<file path="config.mk">
export PLATFORM = sky130hd
export DESIGN_NAME = i2c_led_ctrl
export DESIGN_NICKNAME = d
export VERILOG_FILES = /design/src/rtl/i2c_led_ctrl.sv
export SDC_FILE = /design/constraint.sdc
export NUM_CORES = 1
export LEC_CHECK = 0
export CAP_MARGIN = 20
export CORE_UTILIZATION = 25
export DETAILED_ROUTE_END_ITERATION = 7
export GPL_TIMING_DRIVEN = 1
export HOLD_SLACK_MARGIN = 0.12
export PLACE_DENSITY_LB_ADDON = 0.05
export SLEW_MARGIN = 20
export SYNTH_ARGS = -nofsm -noshare
export SYNTH_HDL_FRONTEND = slang
export SYNTH_SLANG_ARGS = --single-unit
</file>
<file path="constraint.sdc">
create_clock -name clk -period 1.21 [get_ports clk]
set_clock_uncertainty 0.05 [all_clocks]
set_input_delay 0.242 -clock clk [delete_from_list [all_inputs] [get_ports clk]]
set_output_delay 0.242 -clock clk [all_outputs]
set_load 0.05 [all_outputs]
</file>
<file path="src/rtl/i2c_led_ctrl.sv">
// i2c_led_ctrl: I2C byte stream to pixel memory writer with refresh handshake; fill mode via LED_CTRL_FILL_EN
module i2c_led_ctrl #(
  parameter int NUM_LEDS = 16,
  parameter int IDX_W = 4
) (
  input  logic             clk,
  input  logic             reset,
  input  logic [7:0]       data_i,
  input  logic             data_valid_i,
  input  logic             start_i,
  input  logic             stop_i,
  output logic             mem_we_o,
  output logic [IDX_W-1:0] mem_addr_o,
  output logic [23:0]      mem_wdata_o,
  output logic             refresh_req_o,
  input  logic             refresh_busy_i,
  output logic             frame_err_o
);
  localparam logic [IDX_W-1:0] LAST = IDX_W'(NUM_LEDS - 1);
  localparam logic [7:0] N8 = 8'(NUM_LEDS);
  typedef enum logic [2:0] {IDLE, CMD, DATA, DROP
`ifdef LED_CTRL_FILL_EN
    , FILL
`endif
  } state_t;
  state_t           r_state, w_nxt;
  logic [IDX_W-1:0] r_idx, w_idx;
  logic [1:0]       r_cnt, w_cnt;
  logic [15:0]      r_asm;
  logic             r_wrote, r_pending, r_we, r_req, r_err, w_wr;
  logic [IDX_W-1:0] r_addr;
  logic [23:0]      r_wdata, w_wdata;
`ifdef LED_CTRL_FILL_EN
  logic             r_fill, r_start_l, r_stop_l, w_st, w_sp;
  logic [IDX_W-1:0] w_nidx;
  assign w_st = r_start_l | start_i;
  assign w_sp = r_stop_l | stop_i;
  assign w_nidx = r_idx + 1'b1;
`endif
  assign mem_we_o = r_we;
  assign mem_addr_o = r_addr;
  assign mem_wdata_o = r_wdata;
  assign refresh_req_o = r_req;
  assign frame_err_o = r_err;
  always_comb begin
    w_nxt = r_state;
    w_idx = r_idx;
    w_cnt = r_cnt;
    w_wr = 1'b0;
    w_wdata = {r_asm, data_i};
    if (data_valid_i && r_state == CMD) begin
      w_idx = data_i[IDX_W-1:0];
      w_nxt = ({1'b0, data_i[6:0]} >= N8) ? DROP : DATA;
      w_cnt = 2'd0;
    end else if (data_valid_i && r_state == DATA) begin
      w_wr = r_cnt == 2'd2;
      w_cnt = w_wr ? 2'd0 : r_cnt + 2'd1;
      if (w_wr) begin
`ifdef LED_CTRL_FILL_EN
        if (r_fill) w_nxt = (r_idx == LAST) ? DROP : FILL;
        else
`endif
        w_idx = (r_idx == LAST) ? '0 : r_idx + 1'b1;
      end
    end
  end
  always_ff @(posedge clk) begin
    if (!reset) begin
      r_state <= IDLE;
      r_idx <= '0;
      r_cnt <= '0;
      r_asm <= '0;
      r_wrote <= 1'b0;
      r_pending <= 1'b0;
      r_we <= 1'b0;
      r_addr <= '0;
      r_wdata <= '0;
      r_req <= 1'b0;
      r_err <= 1'b0;
`ifdef LED_CTRL_FILL_EN
      r_fill <= 1'b0;
      r_start_l <= 1'b0;
      r_stop_l <= 1'b0;
`endif
    end else begin
      r_we <= 1'b0;
      r_err <= 1'b0;
      // a frame ending on the acknowledge edge re-arms pending below
      if (r_req) begin
        if (refresh_busy_i) begin
          r_req <= 1'b0;
          r_pending <= 1'b0;
        end
      end else if (r_pending && !refresh_busy_i && r_state == IDLE) r_req <= 1'b1;
      case (r_state)
        IDLE: if (start_i) begin
          r_state <= CMD;
          r_wrote <= 1'b0;
          r_cnt <= '0;
        end
`ifdef LED_CTRL_FILL_EN
        FILL: begin
          r_we <= 1'b1;
          r_addr <= w_nidx;
          r_idx <= w_nidx;
          if (w_nidx == LAST) begin
            r_state <= w_st ? CMD : (w_sp ? IDLE : DROP);
            r_start_l <= 1'b0;
            r_stop_l <= 1'b0;
            if (w_sp) begin
              r_pending <= 1'b1;
              r_wrote <= 1'b0;
            end
          end else begin
            r_start_l <= w_st;
            r_stop_l <= w_sp;
          end
        end
`endif
        default: begin
          r_state <= w_nxt;
          r_idx <= w_idx;
          r_cnt <= w_cnt;
          if (data_valid_i && r_state == DATA) r_asm <= {r_asm[7:0], data_i};
`ifdef LED_CTRL_FILL_EN
          if (data_valid_i && r_state == CMD) r_fill <= data_i[7];
`endif
          if (w_wr) begin
            r_we <= 1'b1;
            r_addr <= r_idx;
            r_wdata <= w_wdata;
            r_wrote <= 1'b1;
          end
`ifdef LED_CTRL_FILL_EN
          if (w_nxt == FILL) begin
            r_start_l <= start_i;
            r_stop_l <= stop_i;
          end else
`endif
          if (start_i) begin
            r_state <= CMD;
            r_cnt <= '0;
            r_err <= w_cnt != 2'd0;
          end else if (stop_i) begin
            r_state <= IDLE;
            r_cnt <= '0;
            r_err <= w_cnt != 2'd0;
            r_wrote <= 1'b0;
            if (r_wrote || w_wr) r_pending <= 1'b1;
          end
        end
      endcase
    end
  end
endmodule

</file>
==> results.cfg, run 1 <==
[outcome]
outcome = finished, violations left
violations = setup timing

[floorplanning]
num_rows = 34
core-area_um2 = 8850
start_util_pct = 26.3
io_pins = 45
die_w_um = 98.4
die_area_um2 = 9690
die_h_um = 98.4

[global_routing]
first_global_vias = 2296
grt.overflow.total = 0
antenna_found_initial = 0
grt_usage_pct = 16.1
grt_pass1_wl_um = 12100
grt_max_degree = 33

[place]
dpl.hpwl_um = 4540
post_dp_cell_area_um2 = 3350
routabilityCongestion = 0.767
numPortBuffers = 44

[setup_path]
r2r_slack_ns = -0.12
path_max_fanout = 16
cp-start-kind = flip-flop
crit_type = reg2reg
r2r_start = r_cnt[0]
cp-end-kind = flip-flop
cp.required_ns = 1.37
ff2ff_path_depth = 4
cp_data_arrival_time_ns = 1.50
r2r-end = r_idx[3]

[clock_tree]
clkLatencyLatePin_ns = 0.34
hold_buffers = 0
cts_sinks = 57
clk_path_buf_depth = 2
clockRootBuffer = clkbuf_8
cts_buffers = 9
htree_levels = 3
cts_tree = done
cts.clk_slew.worst_paths_ns = 0.07

[power]
total_power_mw = 4.21
ir_worst_vdd_mv = 0.481
leakage_nw = 1.34
power_density_nw_per_um2 = 1060

[yosys]
synthDistinctLibCells = 37
synth_top_area_share_pct = 49.1
avgSynthCellArea_um2 = 8.36
syn_inst = 278
seq_area_frac_synth_pct = 49.1
synth_area_leaders = dfxtp_1 49%, a21oi_1 11%, o21ai_0 6.9%
synth.net_count = 293
ys_ff_latch = 57
synth_area_um2 = 2320
ys_warn_count = 0
yosysTopAreaCell = dfxtp_1

[drt]
dr.pass1.iters = 6
drt-total-wl_um = 7460
viasPerCell = 4.90
drc = 0
drtIter0Drc = 91
postRouteAntennaNets = 0
wire_per_inst_um = 16.2
vias = 2251

[timing]
finalSetupViolCount = 52
fmax_mhz = 749
layout_setup_ws_ns = -0.125
tightest_slew_ns = 0.314
rsz0062_at_grt = true
finalCritPeriodShare_pct = 110
drv_slew = 0
hold_viol = 0
max-slew-margin-rel_pct = 79.0
fin_crit_ns = 1.33

[min_path]
hold_class = reg2reg
hold_depth = 2
holdCritStartpoint = r_asm[8]
hold-path-endpoint = r_asm[8]

[run]
maxCapViolCount = 0

[layout]
nNetsFinal = 361
drive_gt1_share_pct = 45.3
syn2layout_area_growth_pct = 70.1
fin_area_um2 = 3960
antenna_cells = 0
## synth_stat cells
cell type / number
nor3b_1: 1
o31ai_1: 1
nor4_1: 1
a21boi_0: 2
o311a_1: 1
nand2b_1: 2
a31oi_1: 2
a211oi_1: 2
o32ai_1: 1
clkbuf_1: 10
nand3_1: 30
o21ai_0: 32
dfxtp_1: 57
a311oi_1: 2
buf_6: 3
nand4bb_1: 1
a2111oi_4: 1
nand3b_1: 3
ha_1: 1
a31o_2: 1
nor2_1: 2
inv_1: 4
buf_1: 2
o22ai_1: 2
and3b_1: 2
and4bb_1: 1
nand2_1: 35
clkbuf_2: 1
buf_2: 7
a21oi_1: 50
a21oi_2: 1
nor2b_1: 4
a32o_1: 1
buf_4: 2
nor3_1: 6
o41ai_1: 1
o21ai_1: 3
## critical path: stages (launching register included)
cell and delay (ns):
dfxtp_2 0.34, and4bb_4 0.41, buf_12 0.17, o311a_1 0.17, a211oi_1 0.07
## metal layers
layer	GRT usage, %	vias to the layer above	wire, um
li1	-	1131	-
met1	22.9	1060	3790
met5	0	-	0
met4	6.20	0	86
met2	23.6	51	3300
met3	3.76	9	282
## per-stage QoR
stage / setup WS, ns / hold WS (ns) / setup TNS, ns / instances / util [%]
2_1_floorplan: -0.0150 / 0.269 / -0.0225 / 278 / -
3_3_place_gp: -0.463 / 0.395 / -22.16 / 434 / 37.9
3_5_place_dp: -0.506 / 0.397 / -23.23 / 434 / 37.9
4_1_cts: -0.132 / 0.416 / -3.62 / 459 / 42.7
5_1_grt: -0.194 / 0.412 / -7.90 / 459 / 44.7
6_report: -0.125 / 0.418 / -4.35 / 459 / 44.7
## worst max path at each step
stage                     end  slack [ns]  cells past startpoint          from
6_report             r_idx[3]       -0.12                      4      r_cnt[0]
5_1_grt              r_idx[3]       -0.19                      4      r_cnt[0]
4_1_cts              r_idx[3]       -0.13                      4      r_cnt[0]
3_5_place_dp   mem_wdata_o[2]       -0.51                      6  data_valid_i
3_3_place_gp         r_idx[3]       -0.46                      5  data_valid_i
2_1_floorplan        r_idx[1]       -0.02                      6  data_valid_i
## repair_timing
action / CTS / global route
gates resized for setup: 41 / 68
pin swaps: 27 / 21
buffers inserted: 7 / 0
cloned: 2 / 2
endpoints found under the setup margin: 55 / 70
## cells in the final DEF (no fill, tap or decap), types with 3 or more instances in the layout
| master | synthesis | routed |
|---|---|---|
| dfxtp_1 | 57 | 37 |
| buf_12 | 0 | 35 |
| a21oi_1 | 50 | 32 |
| nand3_1 | 30 | 30 |
| buf_4 | 2 | 24 |
| o21ai_0 | 32 | 23 |
| dfxtp_2 | 0 | 20 |
| a21oi_2 | 1 | 19 |
| nand2_1 | 35 | 13 |
| nand2_2 | 0 | 12 |
| clkdlybuf4s50_1 | 0 | 12 |
| o21ai_1 | 3 | 11 |
| nand2_4 | 0 | 10 |
| clkbuf_8 | 0 | 10 |
| buf_6 | 3 | 8 |
| inv_1 | 4 | 4 |
| nor2b_1 | 4 | 4 |
| nor3_1 | 6 | 4 |
| nand3b_1 | 3 | 3 |
## registers in the layout (all words and copies together), names as in the netlist
signal	flops
r_asm	16
refresh_req_o	1
mem_wdata_o	24
r_state	2
r_pending	1
r_idx	4
mem_addr_o	4
frame_err_o	1
r_cnt	2
r_wrote	1
mem_we_o	1
## layout make-up
type | count | area, um2
tap | 108 | 135
sequential | 57 | 1170
inverter | 4 | 15.0
clock buffer | 11 | 141
fill | 879 | 4890
multi-input combinational | 192 | 1280
clock inverter | 5 | 78.8
timing repair buffer | 82 | 1140
## cell families (layout without fill, tap and decap cells)
family | after synthesis | in the layout | share of synthesized area [%]
compound gates | 103 | 103 | 25.3
simple gates | 88 | 88 | 18.7
flops | 57 | 57 | 49.1
buf+inv | 29 | 102 | 6.40
fa+ha+maj | 1 | 1 | 0.538
## where the power goes
group	leakage [nW]	internal, mW	switching (mW)	total [mW]
Clock	0.113	1.21	0.806	2.02
Sequential	0.470	1.89	0.0141	1.90
Combinational	0.760	0.145	0.145	0.290
Total	1.34	3.24	0.965	4.21
(Power assumes the default switching activity.)
==> run 2, diff against run 1 <==
--- a/config.mk
+++ b/config.mk
@@ -5,11 +5,11 @@
 export SDC_FILE = /design/constraint.sdc
 export NUM_CORES = 1
 export LEC_CHECK = 0
+export ABC_CLOCK_PERIOD_IN_PS = 1210
 export CAP_MARGIN = 20
 export CORE_UTILIZATION = 25
 export DETAILED_ROUTE_END_ITERATION = 7
 export GPL_TIMING_DRIVEN = 1
-export HOLD_SLACK_MARGIN = 0.12
 export PLACE_DENSITY_LB_ADDON = 0.05
 export SLEW_MARGIN = 20
 export SYNTH_ARGS = -nofsm -noshare
==> results of run 2 <==
The final DEF is identical to that of run 1; final timing and power are the same.
==> edit 1, RTL diff (config.mk and constraints of run 2) <==
Build with the macro `LED_CTRL_FILL_EN` defined.
--- a/src/rtl/i2c_led_ctrl.sv
+++ b/src/rtl/i2c_led_ctrl.sv
@@ -1,4 +1,6 @@
 // i2c_led_ctrl: I2C byte stream to pixel memory writer with refresh handshake; fill mode via LED_CTRL_FILL_EN
+`define LED_CTRL_FILL_EN
+
 module i2c_led_ctrl #(
   parameter int NUM_LEDS = 16,
   parameter int IDX_W = 4
Formal check against the unedited RTL: not equivalent (Yosys sat finds a counterexample within 10 cycles, from zero or initial values and one cycle with reset low).
==> edit 1 against run 2 <==
The flow still finishes with violations (setup timing); setup slack got worse by 0.24 ns; fmax decreased by 15%; area after synthesis is 16% higher; global-route usage increased by 0.99 points; critical path type unchanged; critical endpoint is now r_stop_l; cell area is 40% higher; sequential cell count up 4; hold slack worse by 0.012 ns; routed wire length rose by 27%.
Power is not compared: it rests on default switching activity, and its combinational part moved more than twofold at a synthesized area within 25%.
==> edit 1: results (changes against run 2) <==
<table>
<tr><th>Metric</th><th>Value</th></tr>
<tr><th colspan="2">Global routing</th></tr>
<tr><td>Via count of the first global-routing pass</td><td>2,793 (+22%)</td></tr>
<tr><td>Met1 Usage GRT</td><td>20.6% (-2.3 points)</td></tr>
<tr><td>Global Route Usage Sum</td><td>17.1% (+0.99 points)</td></tr>
<tr><td>Maximum number of pins on one net before global-route repair</td><td>36 (+9.1%)</td></tr>
<tr><td>Global routing met3 resource utilization</td><td>2.97% (-0.79 points)</td></tr>
<tr><th colspan="2">Synth</th></tr>
<tr><td>Most area-consuming cells after synthesis</td><td>sky130_fd_sc_hd__dfxtp_1 (45%), sky130_fd_sc_hd__nand2_1 (12%), sky130_fd_sc_hd__a21oi_1 (9.9%)</td></tr>
<tr><td>Multiplexer share of the synthesized area</td><td>0.744% (+0.74 points)</td></tr>
<tr><td>Compound-gate portion of the synthesized area</td><td>23.7% (-1.6 points)</td></tr>
<tr><td>Arithmetic-cell share of the synthesized area counting full adders, half adders and majority gates</td><td>0.930% (+0.39 points)</td></tr>
<tr><th colspan="2">Drt</th></tr>
<tr><td>DR WL met3</td><td>241 µm (-15%)</td></tr>
<tr><td>Met2 wire length</td><td>4850 µm (+47%)</td></tr>
<tr><td>Post-detailed-route via-to-cell ratio</td><td>4.74 (-3.4%)</td></tr>
<tr><td>Overall routed net length</td><td>9500 µm (+27%)</td></tr>
<tr><td>Met1 wire length</td><td>4280 µm (+13%)</td></tr>
<tr><td>Number of iterations in the first detailed-routing pass</td><td>4 (-2)</td></tr>
<tr><th colspan="2">Cells and area</th></tr>
<tr><td>Final net count</td><td>470 (+30%)</td></tr>
<tr><td>Fraction of layout cells with a size suffix above 1</td><td>67.3% (+22 points)</td></tr>
<tr><td>Filler-free cell count of the finished design</td><td>595 (+30%)</td></tr>
<tr><th colspan="2">Worst setup path</th></tr>
<tr><td>Biggest fanout along the worst timing path</td><td>4 (-12)</td></tr>
<tr><td>Terminus of the critical flop-to-flop path</td><td>r_stop_l</td></tr>
<tr><td>R2R depth</td><td>5 (+1)</td></tr>
<tr><th colspan="2">STA</th></tr>
<tr><td>Setup slack after layout</td><td>-0.367 ns (-0.242 ns)</td></tr>
<tr><td>Final Setup Violations</td><td>61 (+17%)</td></tr>
<tr><td>Final sum of negative setup slack</td><td>-15.56 ns (-11.21 ns)</td></tr>
<tr><th colspan="2">Status</th></tr>
<tr><td>Status</td><td>finished, violations left</td></tr>
<tr><td>Violations in the final reports</td><td>setup timing</td></tr>
<tr><th colspan="2">Min path</th></tr>
<tr><td>Class of the most critical hold timing path</td><td>in -&gt; reg</td></tr>
<tr><th colspan="2">Place</th></tr>
<tr><td>Half-perimeter wire length after detailed placement</td><td>6010 µm (+33%)</td></tr>
<tr><td>Gp weighted congestion</td><td>0.803 (+4.7%)</td></tr>
</table>
-- edit 1: cell count changes after synthesis, moves of 3 or more --
cell / delta
sky130_fd_sc_hd__nand2_1: +54
sky130_fd_sc_hd__o211ai_1: +4
sky130_fd_sc_hd__a211oi_1: +3
sky130_fd_sc_hd__o21a_1: +4
sky130_fd_sc_hd__nor2b_1: -3
sky130_fd_sc_hd__o21ai_0: -22
sky130_fd_sc_hd__inv_1: +3
sky130_fd_sc_hd__a21oi_1: +3
sky130_fd_sc_hd__nand3_1: -27
sky130_fd_sc_hd__nor2_1: +6
sky130_fd_sc_hd__dfxtp_1: +4
-- edit 1: layout make-up --
class	count	area [µm²]	area share (%)
Multi-Input combinational cell	237	2100	37.9
Sequential cell	61	1270	22.9
Timing Repair Buffer	138	1780	32.1
Clock buffer	10	138	2.48
Clock inverter	6	62.6	1.13
Inverter	7	26.3	0.473
Tap cell	136	170	3.07
-- edit 1: worst min path at each step --
stage / from / endpoint / slack, ns
4_1_cts: refresh_busy_i / refresh_req_o / 0.40
6_report: refresh_busy_i / refresh_req_o / 0.41
5_1_grt: refresh_busy_i / refresh_req_o / 0.40
2_1_floorplan: refresh_busy_i / refresh_req_o / 0.27
3_3_place_gp: r_asm[15] / r_asm[15] / 0.40
3_5_place_dp: r_asm[15] / r_asm[15] / 0.40
-- edit 1: where the power goes --
part / leakage (nW) / switching, mW / internal [mW] / total, mW
logic: 1.48 / 0.297 / 0.329 / 0.627
clock network: 0.0943 / 0.874 / 0.999 / 1.87
registers: 0.509 / 0.0327 / 2.02 / 2.06
total: 2.08 / 1.20 / 3.35 / 4.55
-- edit 1: stage by stage --
stage | cell area [µm²] | util (%) | hold WS (ns) | power [mW]
global route | 5550 | 53.5 | 0.401 | 4.74
CTS | 4890 | 47.2 | 0.396 | 4.55
floorplan | 2810 | - | 0.269 | 2.29
global placement | 4080 | 39.3 | 0.398 | 2.55
finish | 5550 | 53.5 | 0.406 | 4.55
detailed placement | 4080 | 39.3 | 0.400 | 2.55
-- edit 1: cells by family after synthesis --
kind of cell | count (synthesis)
AO/OA/AOI/OAI | 101
adder cells (fa/ha/maj) | 2
buffers and inverters | 30
flip-flops | 61
multiplexers | 2
AND/OR/NAND/NOR | 132
-- edit 1: worst register-to-register path, cell delays in order, from the launching register on --
cell and delay [ns]:
sky130_fd_sc_hd__dfxtp_4 0.36, sky130_fd_sc_hd__buf_4 0.15, sky130_fd_sc_hd__and2_4 0.17, sky130_fd_sc_hd__o211a_4 0.26, sky130_fd_sc_hd__o41ai_4 0.40, sky130_fd_sc_hd__nor3_1 0.09
==> edit 2, RTL diff (settings of run 2) <==
Made on the original files. The 4 states of `state_t` get a one-hot encoding in 4 bits.
--- a/src/rtl/i2c_led_ctrl.sv
+++ b/src/rtl/i2c_led_ctrl.sv
@@ -18,7 +18,7 @@
 );
   localparam logic [IDX_W-1:0] LAST = IDX_W'(NUM_LEDS - 1);
   localparam logic [7:0] N8 = 8'(NUM_LEDS);
-  typedef enum logic [2:0] {IDLE, CMD, DATA, DROP
+  typedef enum logic [3:0] {IDLE = 4'b0001, CMD = 4'b0010, DATA = 4'b0100, DROP = 4'b1000
 `ifdef LED_CTRL_FILL_EN
     , FILL
 `endif
Formal check against the unedited RTL: no difference found for any inputs over 4 cycles, from zero or initial values and one cycle with reset low; so few cycles prove little.
==> edit 2 against run 2 <==
The run still ends with setup timing left; sequential cell count increased by 2; total power up 1.7%; area after synthesis is the same; routed wire length fell by 13%; first-iteration DRC count down 41%; largest power group unchanged; setup slack got worse by 0.097 ns; cell area increased by 7.1%.
==> edit 2: results (changes against run 2) <==
<table>
<tr><th>Metric</th><th>Value</th></tr>
<tr><th colspan="2">Cells and area</th></tr>
<tr><td>Final net count</td><td>375 (+3.9%)</td></tr>
<tr><td>Filler-free cell count of the finished design</td><td>473 (+3.1%)</td></tr>
<tr><td>Share of the core filled with cells in the final layout</td><td>47.9% (+3.2 points)</td></tr>
<tr><td>Fraction of layout cells with a size suffix above 1</td><td>46.3% (+1.0 points)</td></tr>
<tr><td>Number of filler cells placed in the layout</td><td>860 (-2.2%)</td></tr>
<tr><th colspan="2">STA</th></tr>
<tr><td>Final Setup Violations</td><td>58 (+12%)</td></tr>
<tr><td>Worst Tran Pin Value</td><td>0.293 ns (-0.0202 ns)</td></tr>
<tr><td>Final hold slack</td><td>0.392 ns (-0.0259 ns)</td></tr>
<tr><td>Final sum of negative setup slack</td><td>-8.74 ns (-4.40 ns)</td></tr>
<tr><td>Setup slack after layout</td><td>-0.222 ns (-0.0972 ns)</td></tr>
<tr><th colspan="2">Place</th></tr>
<tr><td>Instance area at placement</td><td>3490 µm² (+4.1%)</td></tr>
<tr><td>Gp weighted congestion</td><td>0.750 (-2.2%)</td></tr>
<tr><td>Worst Setup Slack post-DPL</td><td>-0.547 ns (-0.0405 ns)</td></tr>
<tr><td>Placed cell count</td><td>442 (+1.8%)</td></tr>
<tr><th colspan="2">Worst setup path</th></tr>
<tr><td>Biggest fanout along the worst timing path</td><td>23 (+7)</td></tr>
<tr><td>Crit-path slowest cell</td><td>sky130_fd_sc_hd__dfxtp_2</td></tr>
<tr><th colspan="2">Drt</th></tr>
<tr><td>Overall routed net length</td><td>6500 µm (-13%)</td></tr>
<tr><td>Post-detailed-route via-to-cell ratio</td><td>4.50 (-8.2%)</td></tr>
<tr><th colspan="2">Synth</th></tr>
<tr><td>Most area-consuming cells after synthesis</td><td>sky130_fd_sc_hd__dfxtp_1 (51%), sky130_fd_sc_hd__nand2_1 (15%), sky130_fd_sc_hd__a21boi_1 (9.0%)</td></tr>
<tr><td>Post-synth top cells</td><td>sky130_fd_sc_hd__nand2_1 (95), sky130_fd_sc_hd__dfxtp_1 (59), sky130_fd_sc_hd__a21boi_1 (28)</td></tr>
<tr><td>Number of nets produced by synthesis</td><td>288 (-1.7%)</td></tr>
<tr><td>Fraction of the yosys area taken by sequential cells</td><td>50.8% (+1.7 points)</td></tr>
<tr><th colspan="2">Global routing</th></tr>
<tr><td>Via count of the first global-routing pass</td><td>2,092 (-8.9%)</td></tr>
<tr><td>Maximum number of pins on one net before global-route repair</td><td>35 (+6.1%)</td></tr>
<tr><td>Wire length of the first global-routing pass</td><td>10,600 µm (-12%)</td></tr>
<tr><th colspan="2">Status</th></tr>
<tr><td>Violations in the final reports</td><td>setup timing</td></tr>
<tr><td>Status</td><td>finished, violations left</td></tr>
<tr><th colspan="2">Pwr</th></tr>
<tr><td>Leakage Power</td><td>1.58 nW (+18%)</td></tr>
<tr><td>Maximum VDD drop</td><td>0.000688 V (+43%)</td></tr>
</table>
==> edit 2: layer usage <==
metal,vias to the layer above,share of wire (%),GRT usage (%)
met4,0,1.4,5.63
met5,-,0,0
met2,40,49,23.3
met3,8,3.6,3.83
li1,1090,-,-
met1,992,46,17.9
==> edit 2: worst paths after layout <==
kind	from	to
worst max-delay path	r_cnt[0]	r_idx[0]
worst min-delay path	r_asm[10]	mem_wdata_o[18]
worst max register to register	r_cnt[0]	r_idx[0]
worst min register to register	r_asm[10]	mem_wdata_o[18]
==> edit 2: power groups by stage <==
stage	clock network (mW)	registers (mW)	logic, mW
global placement	0	2.00	0.231
CTS	2.10	1.95	0.272
finish	2.04	1.96	0.291
detailed placement	0	2.00	0.229
global route	2.20	1.95	0.313
floorplan	0	2.00	0.0881
==> edit 2: what timing repair did <==
item,4_1_cts,5_1_grt
setup endpoints to repair,58,72
pin swaps,19,25
cloned,5,0
resized for setup,57,64
endpoints found under the hold margin,0,0
setup buffers,11,4
==> edit 2: final cells by class <==
type | count | share of cell area (%)
Inverter | 1 | 0.0887
Multi-Input combinational cell | 196 | 32.5
Clock inverter | 6 | 2.07
Clock buffer | 10 | 3.25
Timing Repair Buffer | 93 | 30.3
Tap cell | 108 | 3.19
Sequential cell | 59 | 28.6
==> edit 2: kinds of logic (layout without fill, tap and decap cells) <==
logic type	Yosys count	in the layout	synth area share, %
adders and majority gates	1	1	0.538
xor gates and xnor gates	2	2	0.754
and+or+nand+nor	128	128	23.9
buffers and inverters	18	110	3.34
AOI/OAI and AO/OA	64	64	20.2
muxes	1	1	0.484
DFF	59	59	50.8
==> edit 2: critical path, delay by kind of cell, from the launching register on <==
kind                   cells  cell delay (ns)
and+or+nand+nor            3             0.47
buffers and inverters      2             0.34
DFF                        1             0.33
AOI/OAI and AO/OA          1             0.16
